## config.mk

```make
export PLATFORM = sky130hd
export DESIGN_NAME = serial_word_deserializer
export DESIGN_NICKNAME = d
export VERILOG_FILES = /design/src/rtl/deser_pkg.sv /design/src/rtl/deser_out_buffer.sv /design/src/rtl/serial_word_deserializer.sv
export SDC_FILE = /design/constraint.sdc
export NUM_CORES = 1
export LEC_CHECK = 0
export ABC_AREA = 1
export CAP_MARGIN = 25
export CORE_MARGIN = 1
export CORE_UTILIZATION = 41
export DETAILED_ROUTE_END_ITERATION = 8
export PLACE_DENSITY_LB_ADDON = 0.25
export SYNTH_ARGS = -nofsm -noshare
export SYNTH_HDL_FRONTEND = slang
export SYNTH_HIERARCHICAL = 1
export SYNTH_SLANG_ARGS = --single-unit
```

## constraint.sdc

```tcl
create_clock -name clk -period 1.05 [get_ports clk]
set_input_delay 0.21 -clock clk [delete_from_list [all_inputs] [get_ports clk]]
set_output_delay 0.21 -clock clk [all_outputs]
set_load 0.02 [all_outputs]
```

## src/rtl/deser_pkg.sv

```systemverilog
// Shared types and constants for the serial word deserializer.
// Optional feature macro: DESER_PARITY_EN (adds one even-parity bit per frame).
package deser_pkg;

   // Frame collection states.
   typedef enum logic {
      IDLE    = 1'b0,
      COLLECT = 1'b1
   } state_t;

   // Default parallel word width.
   localparam int DESER_WIDTH = 4;

   // Serial bits per frame for a given word width. The parity bit, when
   // present, trails the data bits.
   function automatic int frame_len(input int w);
`ifdef DESER_PARITY_EN
      return w + 1;
`else
      return w;
`endif
   endfunction

   localparam int DESER_FRAME_LEN = frame_len(DESER_WIDTH);

endpackage

```

## src/rtl/deser_out_buffer.sv

```systemverilog
// Single-entry valid/ready holding register for completed words.
// A new word loads when the entry is empty or draining this cycle. Any other
// new word is dropped, and the sticky overrun flag is set.
// Optional feature macro: DESER_PARITY_EN (carries parity_err with the word).
module deser_out_buffer #(
   parameter int WIDTH = 4
) (
   input  logic             clk,
   input  logic             reset,
   input  logic             load,
   input  logic [WIDTH-1:0] load_word,
`ifdef DESER_PARITY_EN
   input  logic             load_perr,
   output logic             parity_err,
`endif
   input  logic             clr_ovr,
   input  logic             word_ready,
   output logic [WIDTH-1:0] word_out,
   output logic             word_valid,
   output logic             overrun
);

   logic accept;

   // The entry can take a word if it is empty or is handed off on this edge.
   assign accept = !word_valid || word_ready;

   // Hold, load or drain the buffered word. A drop takes priority over clr_ovr.
   always_ff @(posedge clk) begin
      if (reset) begin
         word_out   <= '0;
         word_valid <= 1'b0;
         overrun    <= 1'b0;
`ifdef DESER_PARITY_EN
         parity_err <= 1'b0;
`endif
      end else begin
         if (load && accept) begin
            word_out   <= load_word;
            word_valid <= 1'b1;
`ifdef DESER_PARITY_EN
            parity_err <= load_perr;
`endif
         end else if (word_valid && word_ready) begin
            word_valid <= 1'b0;
         end
         if (load && !accept)
            overrun <= 1'b1;
         else if (clr_ovr)
            overrun <= 1'b0;
      end
   end

endmodule

```

## src/rtl/serial_word_deserializer.sv

```systemverilog
// Rebuilds parallel words from an LSB-first serial stream. Completed words
// are handed to a one-entry valid/ready buffer.
// Optional feature macro: DESER_PARITY_EN (each frame ends with an even-parity
// bit, and a parity_err output is added).
module serial_word_deserializer
   import deser_pkg::*;
#(
   parameter int WIDTH = DESER_WIDTH
) (
   input  logic             clk,
   input  logic             reset,
   input  logic             start,
   input  logic             bit_in,
   input  logic             bit_valid,
   input  logic             clr_ovr,
   output logic [WIDTH-1:0] word_out,
   output logic             word_valid,
   input  logic             word_ready,
   output logic             overrun,
`ifdef DESER_PARITY_EN
   output logic             parity_err,
`endif
   output logic             busy
);

   localparam int FRAME = frame_len(WIDTH);
   localparam int CW    = $clog2(WIDTH + 1);

   state_t           state;
   logic [CW-1:0]    bit_cnt;
   logic [CW-1:0]    cur_cnt;
   logic [WIDTH-1:0] sreg;
   logic [WIDTH-1:0] shifted;
   logic [WIDTH-1:0] done_word;
   logic             take;
   logic             last;
   logic             done;
   logic             data_bit;

   // start re-aligns the frame, so the bit sampled with it is always bit 0.
   assign take     = bit_valid && (start || state == COLLECT);
   assign cur_cnt  = start ? '0 : bit_cnt;
   assign last     = (cur_cnt == CW'(FRAME - 1));
   assign done     = take && last;
   // LSB-first bits entering at the MSB land in their original positions
   // after WIDTH shifts.
   assign shifted  = {bit_in, sreg[WIDTH-1:1]};

`ifdef DESER_PARITY_EN
   logic done_perr;
   // The trailing parity bit is checked against the data but not shifted in.
   assign data_bit  = (cur_cnt != CW'(WIDTH));
   assign done_word = sreg;
   assign done_perr = (^sreg) ^ bit_in;
`else
   assign data_bit  = 1'b1;
   assign done_word = shifted;
`endif

   assign busy = (state == COLLECT) && (bit_cnt != '0);

   // Frame FSM, bit counter and shift register. The FSM stays in COLLECT
   // after each word, so frames can run back-to-back.
   always_ff @(posedge clk) begin
      if (reset) begin
         state   <= IDLE;
         bit_cnt <= '0;
         sreg    <= '0;
      end else begin
         if (start)
            state <= COLLECT;
         if (take) begin
            if (data_bit)
               sreg <= shifted;
            bit_cnt <= last ? '0 : cur_cnt + 1'b1;
         end else if (start) begin
            bit_cnt <= '0;
         end
      end
   end

   deser_out_buffer #(.WIDTH(WIDTH)) u_buf (
      .clk        (clk),
      .reset      (reset),
      .load       (done),
      .load_word  (done_word),
`ifdef DESER_PARITY_EN
      .load_perr  (done_perr),
      .parity_err (parity_err),
`endif
      .clr_ovr    (clr_ovr),
      .word_ready (word_ready),
      .word_out   (word_out),
      .word_valid (word_valid),
      .overrun    (overrun)
   );

endmodule

```

# After elaboration in Yosys (flattened, before gate mapping)
# Index checks and enable logic that the tools add are counted.
# totals
regBits	14
inputBits	7
output_inout_bits	7
word_cells	28
# op_classes
add_sub_neg	1
n_eq_ne	1
mux	7
reduce_logical	13
# ops
cell	count
$mux W3	3
$logic_and A1 B1 Y1	6
$mux W1	4
$reduce_bool A2 Y1	2
$add A3 B1 Y3 const B	1
$eq A3 B2 Y1 const B	1
$reduce_bool A3 Y1	1
$logic_not A1 Y1	2
$logic_or A1 B1 Y1	2

# Depth between registers and ports, before layout
# depth
word_depth	5
depth_mapped	9
depth_no_buf	8

# By module
# Netlist, hierarchy kept.
# by_module_without_submodules
module	n_inst	cells_per_inst	area_each_um2	seq_area_each_um2
serial_word_deserializer	1	52	344.1	140.1
deser_out_buffer	1	36	252.7	120.1

# Worst setup path before layout
# OpenSTA, ideal clock, no wires.
# synth_timing
path_kind	register to register
startpoint	reg bit_cnt[0]
endpoint	reg u_buf.word_out[0]
setup_time_ps	115
t_arrival_ps	1061
required_ps	935
slack_ps	-126
stages_incl_launch_ff	10
n_path_buf	1
synth_period_minus_slack_ps	1176
path_cell_list	dfxtp_1 > inv_1 > nor2_1 > ha_1 > nand2_2 > nor2_2 > buf_4 > nand3_1 > nand2_1 > nor2_1
# synth_between
elab_chain_cells	4
# synth_lines
item	line_no	text
from (decl)	serial_word_deserializer.sv:30	logic [CW-1:0] bit_cnt;
from (signal assigned)	serial_word_deserializer.sv:75	bit_cnt <= last ? '0 : cur_cnt + 1'b1;
$mux W3	n/a	
$eq A3 B2 Y1	serial_word_deserializer.sv:43	assign last = (cur_cnt == CW'(FRAME - 1));
$logic_and A1 B1 Y1	serial_word_deserializer.sv:44	assign done = take && last;
net done	serial_word_deserializer.sv:37	logic done;
$logic_and A1 B1 Y1	deser_out_buffer.sv:38	if (load && accept) begin
to (signal assigned)	deser_out_buffer.sv:39	word_out <= load_word;
to (decl)	deser_out_buffer.sv:18	output logic [WIDTH-1:0] word_out,
# The timed path passes the listed nets, and every way through them passes these cells.
# A chain may end at the register's enable or synchronous reset.

# Final worst setup path
# layout_timing
startpoint	reg bit_cnt[1]
endpoint	out busy
# layout_between
elab_chain_cells	2
# layout_lines
item	line_no	text
$reduce_bool A3 Y1	serial_word_deserializer.sv:60	assign busy = (state == COLLECT) && (bit_cnt != '0);
$logic_and A1 B1 Y1	serial_word_deserializer.sv:60	
to (decl)	serial_word_deserializer.sv:23	output logic busy
# Every way passes these cells.

==> run metrics <==
RSZ-0062 raised after global routing=true; CP max stage cell=dfxtp_2; Netlist cell types=16; Clk Tree Root Cell=clkbuf_4; fin crit period=1318 ps; critical path peak fanout=2; layout cells sized above 1=50.00%; DR vias/cell=4.683; outcome=finished with violations; post-route ant nets=0; TNS Setup=-1441 ps; CP arrival=1110 ps; Slew @ Worst Pin=234.3 ps; highest routed layer=met4; r2r setup slk=-230 ps; IO Pins=14; crit path capture type=primary output; Initial Utilization=44.75%; pwr dens=1036 mW/mm^2; # hold bufs at CTS=0; area grow syn2layout=64.57%; Post-Place Cells=132; syn nets=96; Worst Path Buf+Inv=2; crit start category=flip-flop; vias in the first global route=621; Post-DP HPWL=945.3 um; largest net degree at the start of global routing=10; clk slew on worst S/H paths=80 ps; met3 wire len=56 um; Max VDD drop=0.0006555 V; critical path depth=3; met2 wire len=827 um; initial antenna violation count=0; die area=0.001612 sq mm; worst r2r path cells=9; reg-to-reg endpoint=u_buf/word_out[2]; hold violation count in the final report=0; synthesized area=596.8 sq um; DRT iter0 DRCs=23; Core Footprint=0.001334 sq mm; Setup Skew=5.780 ps; syn_area_per_cell=6.782 sq um; Min-Delay Path Class=in2reg; max_slew headroom=84.26%; DRT met1 WL=602 um; Hold Path End=state; WHS Path Cells=3; Final Worst Setup Slack=-268.4 ps; DP Worst Slack=-576.4 ps; RePlAce Congestion=0.7218; Yosys reg bits=13; FP Rows=13; HP Start=start; Peak Freq=758.5 MHz; CTS tree=yes; wirelength, routed=1.564 mm; Slew Viols, Final=0; routed via count=651; register area share after synthesis=43.61%; leakage power=0.4741 nW; Setup-failing EPs final=7; Die X=40.16 um; Residual DRC=0; Tcrit/Tclk final=125.6%; CTS buffer count=3; Clk Latency, worst-skew pair=270 ps; Cells after Synth=88; Antenna Cells=0; All-Layer GR Usage=23.38%; Post-Layout Cell Count=139; launch point of the worst reg-to-reg path=bit_cnt[0]; Sink Count=13; worst setup path category=reg2out; clock buffer depth=2; # nets final=133; worst path cell trace=inv_2 -> a31oi_1 -> buf_2; CTS H-tree lvls=1; first-pass GRT wire length=2.435 mm; Ys Warns=6; Buffers on Ports=13; failing checks=setup timing; wire per inst=11.25 um; Max Cap Viol=0; Overflow after GRT=0; critical path's largest stage delay=340 ps; delay-heaviest family, CP=flip-flops; required time worst endpoint=840 ps; DIE HEIGHT=40.16 um; Pre-antenna DRT Iters=4
worst min-delay path, cell delays in order:
cell and delay (ps):
clkbuf_2 200, nor2_4 70, nor2_1 80
sequential cells by signal, summed over array words and instances (netlist names):
register	count
u_buf/word_valid	1
u_buf/word_out	4
u_buf/overrun	1
state	1
bit_cnt	3
sreg	3
report_power, final:
group	switching [mW]	leakage, nW	internal [mW]
Clock	0.164	0.0150	0.147
Combinational	0.0966	0.352	0.0859
Sequential	0.0127	0.107	0.512
cell type report:
cell class	instances	area, sq um
fillers	95	351.6
multi-input cells	54	346.6
flip-flops and latches	13	264.0
repair buffers	33	251.5
inverters	20	75.07
clock buffers	4	26.28
well taps	15	18.77
cell usage after synthesis (all sizes together):
cell | number | area, sq um
nor3 | 1 | 5.000
ha | 1 | 12.51
inv | 19 | 71.32
nand4 | 1 | 6.260
dfxtp | 13 | 260.3
nor2 | 21 | 91.33
buf | 1 | 7.510
a21oi | 6 | 30.03
nand2 | 14 | 57.55
nand3 | 9 | 45.04
clkinv | 1 | 3.750
a31oi | 1 | 6.260
kinds of logic after synthesis:
logic type,after synthesis,share of synthesized area [%]
flops,13,43.61
buf+inv,21,13.84
simple gates,46,34.38
fa+ha+maj,1,2.096
compound gates,7,6.081
stage by stage:
stage | cell area (sq um) | hold WS (ps) | power (mW) | utilization, %
final | 982.2 | 317.9 | 1.017 | 73.64
after global routing | 982.2 | 325.9 | 1.068 | 73.64
after CTS | 934.6 | 443.5 | 0.9904 | 70.08
after detailed placement | 874.6 | 461.4 | 0.6822 | 65.57
after global placement | 874.6 | 457.0 | 0.6788 | 65.57
after floorplan | 609.3 | 279.1 | 0.6022 | -
routing by layer:
metal	global-route usage (%)	up-vias
met5	0	-
li1	-	340
met2	45.16	16
met3	3.333	8
met4	14.66	0
met1	22.64	287
cell usage in the layout (no fill, tap or decap), drive strengths merged:
cell	n
ha	1
clkbuf	5
nor3	1
clkinv	1
buf	27
clkdlybuf4s50	5
inv	19
dfxtp	13
nor2	21
nand3	9
a31oi	1
nand4	1
a21oi	6
nand2	14
how the worst max path moves through the flow:
stage,from,endpoint
2_1_floorplan,bit_cnt[1],u_buf/word_out[0]
3_3_place_gp,start,u_buf/word_out[1]
3_5_place_dp,start,u_buf/word_out[3]
4_1_cts,bit_cnt[0],u_buf/word_out[3]
5_1_grt,bit_cnt[0],u_buf/word_out[0]
6_report,bit_cnt[1],busy
timing repair:
| action | in CTS | in global routing |
|---|---|---|
| pin swaps | 4 | 10 |
| gates resized for setup | 44 | 16 |
| endpoints found under the setup margin | 18 | 13 |
| buffers inserted | 3 | 1 |
No activity file was read; power rests on OpenSTA's default activity.
